### config.mk
export PLATFORM = sky130hd
export DESIGN_NAME = bram_burst_reader
export DESIGN_NICKNAME = d
export VERILOG_FILES = /design/src/rtl/bram_burst_reader.sv
export SDC_FILE = /design/constraint.sdc
export NUM_CORES = 1
export LEC_CHECK = 0
export BUFFER_PORTS_ARGS = -buffer_cell sky130_fd_sc_hd__buf_2
export CORE_MARGIN = 2
export CORE_UTILIZATION = 29
export DETAILED_ROUTE_END_ITERATION = 10
export GPL_ROUTABILITY_DRIVEN = 0
export GPL_TIMING_DRIVEN = 1
export PLACE_DENSITY = 0.53
export SETUP_SLACK_MARGIN = 0.05
export SYNTH_ARGS = -nofsm -noshare
export SYNTH_HDL_FRONTEND = slang
export SYNTH_SLANG_ARGS = --single-unit
### constraint.sdc
create_clock -name clock -period 5.4 [get_ports clock]
set_input_delay 0.81 -clock clock [delete_from_list [all_inputs] [get_ports clock]]
set_output_delay 0.81 -clock clock [all_outputs]
set_load 0.02 [all_outputs]
### src/rtl/bram_burst_reader.sv
// Streaming burst reader for a registered-output BRAM: issues credit-limited reads,
// buffers the returned words in a small FIFO and presents them on a valid/ready stream.
module bram_burst_reader #(
    parameter int RAM_WIDTH     = 32,
    parameter int RAM_ADDR_BITS = 9,
    parameter int FIFO_DEPTH    = 4
) (
    input  logic                     clock,
    input  logic                     reset_n,
    input  logic                     start,
    input  logic [RAM_ADDR_BITS-1:0] start_address,
    input  logic [RAM_ADDR_BITS:0]   length,
    output logic                     busy,
    output logic                     done,
    output logic                     ram_enable,
    output logic                     write_enable,
    output logic [RAM_ADDR_BITS-1:0] address,
    input  logic [RAM_WIDTH-1:0]     ram_data,
    output logic                     out_valid,
    input  logic                     out_ready,
    output logic [RAM_WIDTH-1:0]     out_data,
    output logic                     out_last
);

    localparam int PW  = (FIFO_DEPTH > 1) ? $clog2(FIFO_DEPTH) : 1;
    localparam int CW  = PW + 1;
    localparam int CW1 = CW + 1;

    localparam logic [CW1-1:0]         DEPTH_W   = CW1'(FIFO_DEPTH);
    localparam logic [CW-1:0]          CNT_ZERO  = {CW{1'b0}};
    localparam logic [CW-1:0]          CNT_ONE   = {{(CW-1){1'b0}}, 1'b1};
    localparam logic [PW-1:0]          PTR_ONE   = {{(PW-1){1'b0}}, 1'b1};
    localparam logic [RAM_ADDR_BITS-1:0] ADDR_ONE = {{(RAM_ADDR_BITS-1){1'b0}}, 1'b1};
    localparam logic [RAM_ADDR_BITS:0] REM_ZERO  = {(RAM_ADDR_BITS+1){1'b0}};
    localparam logic [RAM_ADDR_BITS:0] REM_ONE   = {{RAM_ADDR_BITS{1'b0}}, 1'b1};

    typedef enum logic [1:0] {
        S_IDLE  = 2'd0,
        S_READ  = 2'd1,
        S_DRAIN = 2'd2,
        S_DONE  = 2'd3
    } state_t;

    state_t                   r_state;
    state_t                   w_state_nxt;
    logic                     r_busy;
    logic                     r_done;
    logic                     r_ram_enable;
    logic                     r_ram_last;
    logic                     r_cap_valid;
    logic                     r_cap_last;
    logic [RAM_ADDR_BITS-1:0] r_address;
    logic [RAM_ADDR_BITS-1:0] r_next_addr;
    logic [RAM_ADDR_BITS:0]   r_remaining;

    logic [RAM_WIDTH-1:0]     r_fifo_data [FIFO_DEPTH];
    logic [FIFO_DEPTH-1:0]    r_fifo_last;
    logic [PW-1:0]            r_wr_ptr;
    logic [PW-1:0]            r_rd_ptr;
    logic [CW-1:0]            r_count;

    logic                     w_load;
    logic                     w_issue;
    logic                     w_issue_last;
    logic                     w_push;
    logic                     w_pop;
    logic [CW1-1:0]           w_occ;
    logic                     w_credit;
    logic                     w_drain_done;
    logic [RAM_ADDR_BITS-1:0] w_issue_addr;

    assign busy         = r_busy;
    assign done         = r_done;
    assign ram_enable   = r_ram_enable;
    assign write_enable = 1'b0;
    assign address      = r_address;
    assign out_valid    = (r_count != CNT_ZERO);
    assign out_data     = r_fifo_data[r_rd_ptr];
    assign out_last     = r_fifo_last[r_rd_ptr];

    assign w_push       = r_cap_valid;
    assign w_pop        = out_valid & out_ready;
    assign w_issue_addr = w_load ? start_address : r_next_addr;

    // Credit: buffered words plus reads still in the BRAM pipeline must leave room for one more.
    assign w_occ    = {1'b0, r_count}
                    + {{CW{1'b0}}, r_ram_enable}
                    + {{CW{1'b0}}, r_cap_valid}
                    - {{CW{1'b0}}, w_pop};
    assign w_credit = (w_occ < DEPTH_W);

    // Burst is finished once nothing is in flight and the final word leaves this cycle (or already has).
    assign w_drain_done = !r_ram_enable && !r_cap_valid &&
                          ((r_count == CNT_ZERO) || ((r_count == CNT_ONE) && w_pop));

    // Next-state and read-issue decision for the following cycle.
    always_comb begin
        w_state_nxt  = r_state;
        w_load       = 1'b0;
        w_issue      = 1'b0;
        w_issue_last = 1'b0;
        case (r_state)
            S_IDLE: begin
                if (start) begin
                    w_load = 1'b1;
                    if (length == REM_ZERO) begin
                        w_state_nxt = S_DONE;
                    end else begin
                        w_issue      = 1'b1;
                        w_issue_last = (length == REM_ONE);
                        w_state_nxt  = (length == REM_ONE) ? S_DRAIN : S_READ;
                    end
                end else begin
                    w_state_nxt = S_IDLE;
                end
            end
            S_READ: begin
                if ((r_remaining != REM_ZERO) && w_credit) begin
                    w_issue      = 1'b1;
                    w_issue_last = (r_remaining == REM_ONE);
                    w_state_nxt  = (r_remaining == REM_ONE) ? S_DRAIN : S_READ;
                end else if (r_remaining == REM_ZERO) begin
                    w_state_nxt = S_DRAIN;
                end else begin
                    w_state_nxt = S_READ;
                end
            end
            S_DRAIN: begin
                if (w_drain_done) begin
                    w_state_nxt = S_DONE;
                end else begin
                    w_state_nxt = S_DRAIN;
                end
            end
            S_DONE: begin
                w_state_nxt = S_IDLE;
            end
            default: begin
                w_state_nxt = S_IDLE;
            end
        endcase
    end

    // State register with registered busy/done status.
    always_ff @(posedge clock or negedge reset_n) begin
        if (!reset_n) begin
            r_state <= S_IDLE;
            r_busy  <= 1'b0;
            r_done  <= 1'b0;
        end else begin
            r_state <= w_state_nxt;
            r_busy  <= (w_state_nxt == S_READ) || (w_state_nxt == S_DRAIN);
            r_done  <= (w_state_nxt == S_DONE);
        end
    end

    // BRAM request side: address/count tracking and the two-stage in-flight pipeline.
    always_ff @(posedge clock or negedge reset_n) begin
        if (!reset_n) begin
            r_ram_enable <= 1'b0;
            r_ram_last   <= 1'b0;
            r_cap_valid  <= 1'b0;
            r_cap_last   <= 1'b0;
            r_address    <= {RAM_ADDR_BITS{1'b0}};
            r_next_addr  <= {RAM_ADDR_BITS{1'b0}};
            r_remaining  <= REM_ZERO;
        end else begin
            r_ram_enable <= w_issue;
            r_ram_last   <= w_issue & w_issue_last;
            r_cap_valid  <= r_ram_enable;
            r_cap_last   <= r_ram_enable & r_ram_last;
            if (w_issue) begin
                r_address   <= w_issue_addr;
                r_next_addr <= w_issue_addr + ADDR_ONE;
            end else begin
                r_address   <= r_address;
                r_next_addr <= r_next_addr;
            end
            if (w_load) begin
                r_remaining <= w_issue ? (length - REM_ONE) : length;
            end else if (w_issue) begin
                r_remaining <= r_remaining - REM_ONE;
            end else begin
                r_remaining <= r_remaining;
            end
        end
    end

    // Output FIFO storage; the last flag travels with each captured word.
    always_ff @(posedge clock or negedge reset_n) begin
        if (!reset_n) begin
            for (int i = 0; i < FIFO_DEPTH; i++) begin
                r_fifo_data[i] <= {RAM_WIDTH{1'b0}};
            end
            r_fifo_last <= {FIFO_DEPTH{1'b0}};
        end else if (w_push) begin
            r_fifo_data[r_wr_ptr] <= ram_data;
            r_fifo_last[r_wr_ptr] <= r_cap_last;
        end else begin
            r_fifo_last <= r_fifo_last;
        end
    end

    // FIFO pointers and occupancy; simultaneous push and pop leave the count unchanged.
    always_ff @(posedge clock or negedge reset_n) begin
        if (!reset_n) begin
            r_wr_ptr <= {PW{1'b0}};
            r_rd_ptr <= {PW{1'b0}};
            r_count  <= CNT_ZERO;
        end else begin
            r_wr_ptr <= w_push ? (r_wr_ptr + PTR_ONE) : r_wr_ptr;
            r_rd_ptr <= w_pop  ? (r_rd_ptr + PTR_ONE) : r_rd_ptr;
            case ({w_push, w_pop})
                2'b10:   r_count <= r_count + CNT_ONE;
                2'b01:   r_count <= r_count - CNT_ONE;
                default: r_count <= r_count;
            endcase
        end
    end

endmodule

======== Yosys cells after proc, flatten, opt, wreduce, memory -nomap -nowiden ========
Cells that the tools add are included.
storage, ports and cells
  input port bits ......................... 55
  word-level logic and storage cells ...... 103
  register bits after elaboration ......... 175
  output and inout bits ................... 47
cells by class
  reduce and logical (&&, ||, !) cells .... 18
  bitwise logic cells ..................... 5
  order comparisons ....................... 7
  add/sub/neg operators ................... 10
  mux-type cells .......................... 34
  eq/ne operators ......................... 11
operators by type and width
  operator               count
  $bwmux 128             1
  $mux 32                3
  $bmux 32 s2            1
  $demux 32 s2           1
  $mux 10                3
  $eq 10x1->1 const B    2
  $logic_not 10->1       2
  $sub 10x1->10 const B  2
  $mux 2                 6
  $mux 1                 11
  $eq 2x2->1 const B     5
  $reduce_bool 10->1     1
  $add 9x1->9 const B    1
  $mux 9                 1
  $pmux 2 s4             1
  $eq 2x1->1 const B     3
  $ge 3x3->1 const B     2
  $logic_and 1x1->1      6
  $lt 2x3->1 const B     2
  $not 2->3              2
  $pmux 3 s2             1
  $add 2x1->2 const B    2
  $add 3x1->4            1
  $add 4x1->4            1
  other kinds (18)       24

======== Depth between registers and ports, before layout ========
Gate-level depths: netlist of run 1.
  depth in word-level cells ............... 9
  depth in mapped cells ................... 16
  gate-level depth less buffers ........... 14

======== Least setup slack after synthesis of run 1 ========
OpenSTA, ideal clock, no wires.
  path kind ............................... reg2reg
  start ................................... register r_count[0]
  end ..................................... register r_busy, in the netlist busy
  data required time ...................... 5.274 ns
  library setup time ...................... 0.126 ns
  path buffers ............................ 0
  slack ................................... 2.279 ns
  arrival time ............................ 2.995 ns
  period minus slack after synthesis ...... 3.121 ns
  stages on the path, launching flop included .. 14
  path through ............................ dfrtp_1 > inv_1 > ha_1 > nand2_1 > nand2_1 > or2_2 > ha_1 > nand3_1 > and4b_2 > or2_2 > a21oi_1 > nor2_1 > o21ai_0 > ha_1
between the ends
  word-level cells in the longest chain between the ends .. 9
  elaborated cells on any way between the ends .. 18
  classes of those cells .................. add/sub: 3; order compare: 1; eq/ne: 3; mux: 3; bitwise: 1; reduce/logical: 7
RTL lines
  what                                                     line      source
  from (decl)                                              60        logic [CW-1:0] r_count;
  from (signal assigned)                                   214       2'b10: r_count <= r_count + CNT_ONE;
  from (signal assigned)                                   215       2'b01: r_count <= r_count - CNT_ONE;
  from (signal assigned)                                   216       default: r_count <= r_count;
  $reduce_bool 3->1 (*)                                    77        assign out_valid = (r_count != CNT_ZERO);
  named net out_valid                                      19        output logic out_valid,
  $and 1x1->1 (*)                                          82        assign w_pop = out_valid & out_ready;
  $sub 4x1->4 / $logic_and 1x1->1 (equally long branches)  89, 94
  $lt 4x3->1 / $logic_or 1x1->1 (equally long branches)    90, 94
  $logic_and 1x1->1, on equally long branches              118, 93
  $mux 2 / $mux 1 (equally long branches)                  118, 129
  $pmux 2 s4 (*)                                           102       case (r_state)
  named net w_state_nxt[0]                                 45        state_t w_state_nxt;
  $eq 2x1->1 / $eq 2x2->1 (equally long branches)          152       r_busy <= (w_state_nxt == S_READ) || (w_state_nxt == S_DRAIN);
  $logic_or 1x1->1 (*)                                     152
  to (signal assigned)                                     152
  to (decl)                                                46        logic r_busy;
The timed path passes the listed nets; every way through them passes the cells marked *.
A chain may end at the register's enable or synchronous reset.

======== Worst setup path after layout of run 1 ========
  start ................................... register r_count[1]
  end ..................................... register r_next_addr[1]
between the ends
  word-level cells in the longest chain between the ends .. 7
  elaborated cells on any way between the ends .. 9
  classes of those cells .................. add/sub: 3; order compare: 1; mux: 2; bitwise: 1; reduce/logical: 2
RTL lines
  what                                                     line    source
  $add 3x1->4 / $reduce_bool 3->1 (equally long branches)  87, 77
  $add 4x1->4 / $and 1x1->1 (equally long branches)        88, 82
  $sub 4x1->4 (*)                                          89      - {{CW{1'b0}}, w_pop};
  $lt 4x3->1 (*)                                           90      assign w_credit = (w_occ < DEPTH_W);
  $logic_and 1x1->1 (*)                                    118     if ((r_remaining != REM_ZERO) && w_credit) begin
  $mux 1 (*)                                               118
  $pmux 1 s2 (*)                                           102
  to (signal assigned)                                     165     r_next_addr <= {RAM_ADDR_BITS{1'b0}};
  to (signal assigned)                                     174     r_next_addr <= w_issue_addr + ADDR_ONE;
  to (signal assigned)                                     177     r_next_addr <= r_next_addr;
  to (decl)                                                53      logic [RAM_ADDR_BITS-1:0] r_next_addr;
Every way passes the cells marked *; elsewhere a longest branch is shown, timed or not.

==> results of run 1 <==
-- kinds of logic (layout without fill, tap and decap cells) --
group	Yosys count	in the layout	synth area share
xor+xnor	22	22	0.0228
simple gates	123	123	0.0771
compound gates	74	74	0.0572
fa+ha+maj	17	17	0.0251
other cells	1	2	0.000443
flops	175	175	0.517
buf+inv	45	151	0.0236
mux	176	176	0.277
-- per-stage QoR --
stage,instances,power (mW)
final,1124,6.44
after global routing,1123,6.90
after global placement,1091,5.20
after CTS,1123,6.53
after floorplan,633,4.48
after detailed placement,1091,5.23
-- cells in the mapped netlist, types with 2 or more instances --
library cell  instances  area (um^2)
a211oi_1              4         30.0
a21oi_1              26          130
a22oi_1               2         15.0
a31oi_1               8         50.1
a41oi_1               2         17.5
and2_1                7         43.8
and3_1                3         18.8
buf_1                15         56.3
buf_2                 2         10.0
buf_6                 3         33.8
clkbuf_1             13         48.8
dfrtp_1             175         4380
ha_1                 17          213
inv_1                10         37.5
mux2_2              135         1520
mux2i_1               8         80.1
mux4_2               33          743
nand2_1              39          146
nand2b_1              3         18.8
nand3_1              13         65.1
nand3b_1              2         15.0
nand4b_1              3         26.3
nor2_1               19         71.3
nor3_1                7         35.0
nor3b_1               4         30.0
nor4_1                7         43.8
o21a_1                3         22.5
o21ai_0              15         75.1
o32ai_1               2         17.5
or2_2                 3         18.8
or3_1                 4         25.0
or4_4                 2         22.5
xnor2_1              18          158
xor2_1                4         35.0
-- layer usage --
metal | track usage | share of wire
met1 | 0.169 | 0.47
met2 | 0.205 | 0.47
met3 | 0.0337 | 0.046
met4 | 0.0309 | 0.011
met5 | 0 | 0.00076
-- layout make-up --
cell class | count | area (um^2)
Sequential cell | 175 | 4380
Tap cell | 384 | 480
Clock buffer | 18 | 439
Inverter | 11 | 43.8
Timing Repair Buffer | 108 | 579
Clock inverter | 14 | 171
Multi-Input combinational cell | 413 | 3890
Fill cell | 2833 | 18700
Antenna cell | 1 | 2.50
-- worst max path at each step --
stage / to / startpoint / slack, ns
final: r_next_addr[1] / r_count[1] / 1.94
after floorplan: busy / r_count[0] / 2.28
after global placement: r_next_addr[1] / out_ready / 1.99
after global routing: address[1] / r_count[1] / 1.77
after detailed placement: r_next_addr[1] / out_ready / 1.93
after CTS: out_data[19] / r_rd_ptr[0] / 1.95
-- sequential cells by signal (all words and copies together), names as in the netlist --
signal       flops
r_cap_valid      1
r_rd_ptr         2
r_wr_ptr         2
r_fifo_last      4
r_state          2
r_ram_last       1
done             1
ram_enable       1
r_count          3
address          9
r_cap_last       1
r_next_addr      9
r_remaining     10
busy             1
r_fifo_data    128
-- power by group through the flow --
stage | combinational (mW) | clock, mW | sequential (mW)
after floorplan | 2.22 | 0 | 2.26
after global placement | 2.78 | 0 | 2.42
after detailed placement | 2.81 | 0 | 2.42
after CTS | 2.82 | 1.31 | 2.40
after global routing | 3.03 | 1.37 | 2.50
final | 2.77 | 1.27 | 2.39
-- placed cells by master (no fill, tap or decap), drive strengths merged, types with 13 or more instances in the layout --
| master | n |
|---|---|
| nand3 | 13 |
| ha | 17 |
| buf | 108 |
| o21ai | 17 |
| xnor2 | 18 |
| a21oi | 26 |
| nor2 | 19 |
| clkbuf | 18 |
| mux4 | 33 |
| nand2 | 39 |
| dfrtp | 175 |
| mux2 | 135 |
| inv | 17 |
==> out/qor.yml, run 1 <==
postSynth.asyncResetShare: 1.00
r2r-start: "r_count[1]"
cts_tree: "yes"
r2r_setup_slack_ns: 1.94
vias: 5412
hold_buffers: 0
p_sw_mw: 2.42
drt_iter0_drc: 185
yosysSeqAreaShare: 0.517
critPathKind: "reg2reg"
hpwlAfterDp_mm: 12.0
routed_via_density: 4.81
maxSlewViolCount: 0
ir_drop_uv: 299
fin_area_um2: 9990
yosysWarnings: 0
wl_mm: 18.5
synth_nets: 705
floorplan.io_pins: 102
tns_ns: 0
crit_slowest_cell: "o21ai_2"
nets: 798
crit_family: "simple AND/OR/NAND/NOR gates"
rsz0062_at_grt: "no"
dr.pass1.iters: 4
final-setup-viol-count: 0
setup_ws_ns: 1.94
final_core_util: 0.348
worstHoldPathType: "in2async"
path_cells: "inv_1 > ha_1 > nand2_1 > nand2_1 > or2_2 > ha_1 > nand3_1 > and4b_2 > o21ai_2 > and2_4 > inv_4 > mux2_2"
status: "complete, no violations"
p_seq_frac: 0.372
die_x_um: 175
htreeDepth: 4
synth_edf_count: 0
fin_crit_sh: 0.640
fmax_mhz: 289
overflow: 0
cts_resized: 0
grt_usage: 0.126
p_per_area_nw_per_um2: 644
crit_buf_inv: 2
dpl_worst_slack_ns: 1.93
syn_to_final_growth_pct: 18.0
drc: 0
yosys_register_bits: 175
dominantRegCellSynth: "dfrtp_1"
synth_area_um2: 8470
worstPathRequired_ns: 5.71
grt_pass1_wl_mm: 30.4
maxCapViolations: 0
fp.dieH_um: 175
placed_area_um2: 9380
initial_core_util: 0.295
critical_path_arrival_ns: 3.77
cts_buffers: 17
grt_antenna_before_repair: 2
critPathMaxStageDelay_ns: 0.45
endpoint_kind: "register"
p_sw_frac: 0.376
fin_skew_ns: 0.00904
clk_latency_ns: 0.43
leakage_nw: 4.20
path_clk_slew_ns: 0.07
combPwrFrac: 0.431
worstMarginPinSlew_ns: 0.895
synth_cell_types: 56
first_global_vias: 5476
drive_gt1_frac: 0.441
grt_max_degree: 119
numClockSinks: 175
slew_headroom: 0.403
hold-worst-slack_ns: 0.330
clk_path_buf_depth: 2
reg2reg_depth: 12
synth_cells: 633
pwr-share-clk: 0.197
clockRootBuffer: "clkbuf_16"
post-cts-setup-buffers: 0
die-area_um2: 30600
p_int_mw: 4.01
fp-row-count: 62
period_needed_ns: 3.46
worst_setup_path_start_kind: "register"
avgSynthCellArea_um2: 13.4
final_hold_viol_count: 0
antenna_left: 0
wl_per_cell_um: 16.5
io_buffer_count: 100
r2r-end: "r_next_addr[1]"
core-area_um2: 28700
path_depth: 12
worstPathMaxFanout: 22
Power figures use the tool's default switching activity.
==> inputs of run 2 (changes only) <==
clock period = 3.3 ns   (was 5.4 ns; I/O delays follow)
==> run 2 against run 1 <==
- hold slack worse by 0.26 ns
- count of clock-buffer cells in the layout stayed put
- clock power increased by 59%
- maximum frequency up 15%
- critical path type unchanged
- critical endpoint is now busy
- largest power group unchanged
==> out/qor.yml, run 2 (synthesized netlist as in run 1, its figures left out) <==
setup_ws_ns: 0.305  # -1.64 ns
maxCapViolations: 0  # unchanged
endpoint_kind: "register"
largest_register_ffs: 128  # unchanged
syn_to_final_growth_pct: 19.0
fin_area_um2: 10100  # +0.90%
htreeDepth: 4  # unchanged
vias: 5418  # +0.11%
drt_iter0_drc: 281  # +52%
slew_headroom: 0.529  # +0.126
clk_path_buf_depth: 2  # unchanged
worstMarginPinSlew_ns: 0.706  # -0.188 ns
rsz0062_at_grt: "yes"
pwr-share-clk: 0.191  # -0.006
clk_latency_ns: 0.44  # about the same
worstHoldPathType: "in2async"
tns_ns: 0  # unchanged
overflow: 0  # unchanged
wl_per_cell_um: 16.6  # +0.46%
drive_gt1_frac: 0.447  # +0.00599
worst_setup_path_start_kind: "register"
floorplan.io_pins: 102  # unchanged
hold_buffers: 0  # unchanged
path_clk_slew_ns: 0.09  # +0.02 ns
fin_skew_ns: 0.0176  # +0.00857 ns
status: "complete, no violations"
dr.pass1.iters: 4  # unchanged
top_register: "r_fifo_data"
final_hold_viol_count: 0  # unchanged
antenna_left: 0  # unchanged
p_per_area_nw_per_um2: 1050  # +63%
die_x_um: 175  # unchanged
cts_tree: "yes"
numClockSinks: 175  # unchanged
fp-row-count: 62  # unchanged
grt_antenna_before_repair: 1  # -1
critical_path_arrival_ns: 3.33  # -0.44 ns
first_global_vias: 5589  # +2.1%
worstPathRequired_ns: 3.63  # -2.08 ns
fp.dieH_um: 175  # unchanged
placed_area_um2: 9480  # +1.0%
nets: 806  # +1.0%
clockRootBuffer: "clkbuf_16"
ir_drop_uv: 409  # +37%
dp.cells: 1099  # +0.73%
grt_usage: 0.130  # +0.00358
r2r-start: "r_count[0]"
cp-startpoint: "r_count[0]"
reg_top3: "r_fifo_data x128, r_remaining x10"
leakage_nw: 4.25  # +1.2%
core-area_um2: 28700  # unchanged
fin_crit_sh: 0.908  # +0.267
final-setup-viol-count: 0  # unchanged
drc: 0  # unchanged
final_cell_mix: "dfrtp_1 (174), mux2_2 (135), buf_2 (99), nand2_1 (39), mux4_2 (33)"
final_common_cell: "dfrtp_1"
hold-worst-slack_ns: 0.0702  # -0.260 ns
fin_cells: 1133  # +0.80%
wl_mm: 18.8  # +1.3%
initial_core_util: 0.295  # unchanged
combPwrFrac: 0.444  # +0.013
critPathKind: "reg2reg"
worstPathMaxFanout: 4  # -82%
dpl_worst_slack_ns: 0.232  # -1.70 ns
maxSlewViolCount: 0  # unchanged
period_needed_ns: 3.00  # -0.463 ns
io_buffer_count: 100  # unchanged
grt_max_degree: 73  # -39%
die-area_um2: 30600  # unchanged
grt_pass1_wl_mm: 31.1  # +2.4%
routed_via_density: 4.78  # -0.68%
p_int_mw: 6.57  # +64%
p_sw_mw: 4.00  # +65%
fmax_mhz: 334  # +15%
hpwlAfterDp_mm: 12.4  # +3.2%
p_sw_frac: 0.379  # +0.00213
cts_buffers: 17  # unchanged
p_seq_frac: 0.365  # -0.007
run 2: cell types whose count changed in the layout (fill, tap and decap cells not counted), sizes merged:
| cell | delta |
|---|---|
| buf | +8 |
| clkinv | +3 |
| clkinvlp | -2 |
| bufinv | -1 |
| diode | +1 |
run 2: cell type report:
cell class                      instances  area, um^2
Sequential cell                       175        4380
Inverter                               11        43.8
Clock buffer                           18         429
Clock inverter                         14         168
Multi-Input combinational cell        413        3900
Tap cell                              384         480
Timing Repair Buffer                  116         677
Antenna cell                            2        5.00
Fill cell                            2807       18600
run 2: metal layers:
metal	GRT usage	wire length [um]	vias to the layer above
met5	0	0	-
met4	0.0344	210	0
met3	0.0313	714	14
met2	0.204	8640	105
met1	0.180	9220	2766
li1	-	-	2533
run 2: worst paths after layout:
| check | depth (start not counted) | slack, ns | to |
|---|---|---|---|
| worst max-delay path | 13 | 0.30 | busy |
| worst max register to register | 13 | 0.30 | busy |
| worst min-delay path | 1 | 0.07 | r_fifo_data[67] |
| max in group asynchronous | 2 | 2.39 | r_fifo_data[89] |
| min in group clock | 2 | 0.34 | r_fifo_data[79] |
| worst min register to register | 1 | 0.46 | r_cap_last |
run 2: power by group through the flow:
stage | Sequential (mW) | Clock (mW) | Combinational (mW)
2_1_floorplan | 3.70 | 0 | 3.64
3_3_place_gp | 3.89 | 0 | 4.71
3_5_place_dp | 3.91 | 0 | 4.76
4_1_cts | 3.87 | 2.09 | 4.77
5_1_grt | 4.01 | 2.19 | 5.13
6_report | 3.85 | 2.02 | 4.69
run 2: repair_timing:
item | in CTS | in global routing
endpoints found under the hold margin | 0 | 0
setup endpoints to repair | 0 | 4
resized for setup | 0 | 2
setup buffers | 0 | 0
run 2: critical path, stage by stage, from the launching register on:
cell and delay, ns:
dfrtp_1 0.40, inv_1 0.11, ha_1 0.22, nand2_1 0.10
nand2_1 0.07, or2_2 0.30, ha_1 0.30, nand3_1 0.09
and4b_2 0.26, or2_2 0.31, a21oi_1 0.23, nor2_1 0.06
o21ai_1 0.18, ha_1 0.26
run 2: per-stage QoR:
step	utilization	total power, mW
2_1_floorplan	-	7.33
3_3_place_gp	0.330	8.59
3_5_place_dp	0.330	8.67
4_1_cts	0.351	10.7
5_1_grt	0.351	11.3
6_report	0.351	10.6
==> inputs of run 3 (changes only) <==
==> constraint.sdc (replaced) <==
create_clock -name clock -period 3.3 [get_ports clock]
set_input_delay 0.66 -clock clock [delete_from_list [all_inputs] [get_ports clock]]
set_output_delay 0.66 -clock clock [all_outputs]
set_load 0.02 [all_outputs]
==> run 3 against run 2 <==
- non-clock buffer count stayed put
- die area stayed put
- worst setup slack worse by 0.0064 ns
- hold slack better by 0.13 ns
- critical endpoint unchanged
- largest power group unchanged
==> out/qor.yml, run 3 (synthesized netlist as in run 1, its figures left out) <==
critical_path_arrival_ns: 3.32  # about the same
fin_area_um2: 10100  # +0.26%
core-area_um2: 28700  # unchanged
wl_mm: 18.9  # +0.46%
crit_slowest_cell: "dfrtp_1"
post-cts-setup-buffers: 0  # unchanged
top_register: "r_fifo_data"
r2r-end: "busy"
leakage_nw: 4.26  # +0.27%
final-setup-viol-count: 0  # unchanged
fp-row-count: 62  # unchanged
die-area_um2: 30600  # unchanged
maxSlewViolCount: 0  # unchanged
overflow: 0  # unchanged
crit_family: "simple AND/OR/NAND/NOR gates"
clk_latency_ns: 0.43  # about the same
routed_via_density: 4.86  # +1.6%
rsz0062_at_grt: "yes"
worstHoldPathType: "in2async"
slew_headroom: 0.569  # +0.0397
syn_to_final_growth_pct: 19.4
fin_crit_sh: 0.910  # +0.00194
final_core_util: 0.352  # +0.000916
hold_buffers: 0  # unchanged
worstPathRequired_ns: 3.62  # about the same
vias: 5503  # +1.6%
cts_buffers: 17  # unchanged
p_per_area_nw_per_um2: 1050  # +0.25%
htreeDepth: 4  # unchanged
cts_tree: "yes"
final_hold_viol_count: 0  # unchanged
crit_buf_inv: 1  # unchanged
antenna_left: 0  # unchanged
wl_per_cell_um: 16.6  # +0.46%
reg2reg_depth: 13  # unchanged
endpoint_kind: "register"
grt_max_degree: 63  # -14%
crit_path_frequent_cell: "ha_1"
fmax_mhz: 333  # -0.21%
hpwlAfterDp_mm: 12.8  # +3.0%
worst_setup_path_start_kind: "register"
status: "complete, no violations"
n_fill_cell: 2837  # +1.1%
floorplan.io_pins: 102  # unchanged
period_needed_ns: 3.00  # +0.00639 ns
fin_skew_ns: 0.00834  # -0.00927 ns
clk_path_buf_depth: 2  # unchanged
first_global_vias: 5498  # -1.6%
grt_pass1_wl_mm: 30.6  # -1.5%
drt_iter0_drc: 193  # -31%
nets: 806  # unchanged
critPathMaxStageDelay_ns: 0.41  # about the same
p_total_mw: 10.6  # +0.51%
ir_drop_uv: 321  # -22%
cts_resized: 0  # unchanged
r2r_setup_slack_ns: 0.30  # about the same
path_clk_slew_ns: 0.08  # about the same
grt_usage: 0.128  # -0.00205
final_cell_mix: "dfrtp_1 (174), mux2_2 (135), buf_2 (99), nand2_1 (39), mux4_2 (33)"
fp.dieH_um: 175  # unchanged
reg_top3: "r_fifo_data x128, r_remaining x10"
placed_area_um2: 9500  # +0.26%
path_cells: "inv_1 > ha_1 > nand2_1 > nand2_1 > or2_2 > ha_1 > nand3_1 > and4b_2 > or2_2 > a21oi_2 > nor2_1 > o21ai_0 > ha_1"
dr.pass1.iters: 5  # +1
worstMarginPinSlew_ns: 0.645  # -0.0611 ns
drc: 0  # unchanged
drive_gt1_frac: 0.448  # +0.00134
io_buffer_count: 100  # unchanged
numClockSinks: 175  # unchanged
worstPathMaxFanout: 5  # +1
initial_core_util: 0.295  # unchanged
clockRootBuffer: "clkbuf_16"
grt_antenna_before_repair: 1  # unchanged
die_x_um: 175  # unchanged
largest_register_ffs: 128  # unchanged
final_common_cell: "dfrtp_1"
r2r-start: "r_count[1]"
maxCapViolations: 0  # unchanged
critPathKind: "reg2reg"
-- run 3: where the power goes --
group	leakage (nW)	switching [mW]	internal [mW]
registers	2.06	0.637	3.20
clock network	0.290	0.994	1.02
logic	1.92	2.41	2.36
total	4.26	4.04	6.58
-- run 3: layout make-up --
| type | count | area [um^2] | share of cell area |
|---|---|---|---|
| clock inverters | 14 | 165 | 0.0163 |
| multi-input cells | 413 | 3900 | 0.386 |
| flip-flops and latches | 175 | 4380 | 0.433 |
| repair buffers | 116 | 702 | 0.0694 |
| inverters | 11 | 43.8 | 0.00433 |
| clock buffers | 18 | 429 | 0.0425 |
| well taps | 384 | 480 | 0.0475 |
| diodes | 2 | 5.00 | 0.000495 |
-- run 3: how the worst max path moves through the flow --
stage                    start  cells after the start  slack (ns)  endpoint
finish              r_count[1]                     13        0.30      busy
CTS                 r_count[1]                     13        0.24      busy
detailed placement  r_count[1]                     13        0.24      busy
floorplan           r_count[0]                     13        0.18      busy
global route        r_count[1]                     13      -0.003      busy
global placement    r_count[1]                     13        0.32      busy
-- run 3: per-stage QoR --
step | setup TNS, ns | setup slack (ns) | std cells | hold WS [ns]
after floorplan | 0 | 0.179 | 633 | 0.364
after global placement | 0 | 0.316 | 1099 | 0.456
after detailed placement | 0 | 0.236 | 1099 | 0.449
after CTS | 0 | 0.240 | 1131 | 0.206
after global routing | -0.00294 | -0.00294 | 1131 | 0.218
final | 0 | 0.298 | 1133 | 0.196
-- run 3: per-layer routing --
metal,global-route usage,wire [um]
met5,0,0
met4,0.0295,150
met3,0.0307,824
met2,0.208,9060
met1,0.173,8820
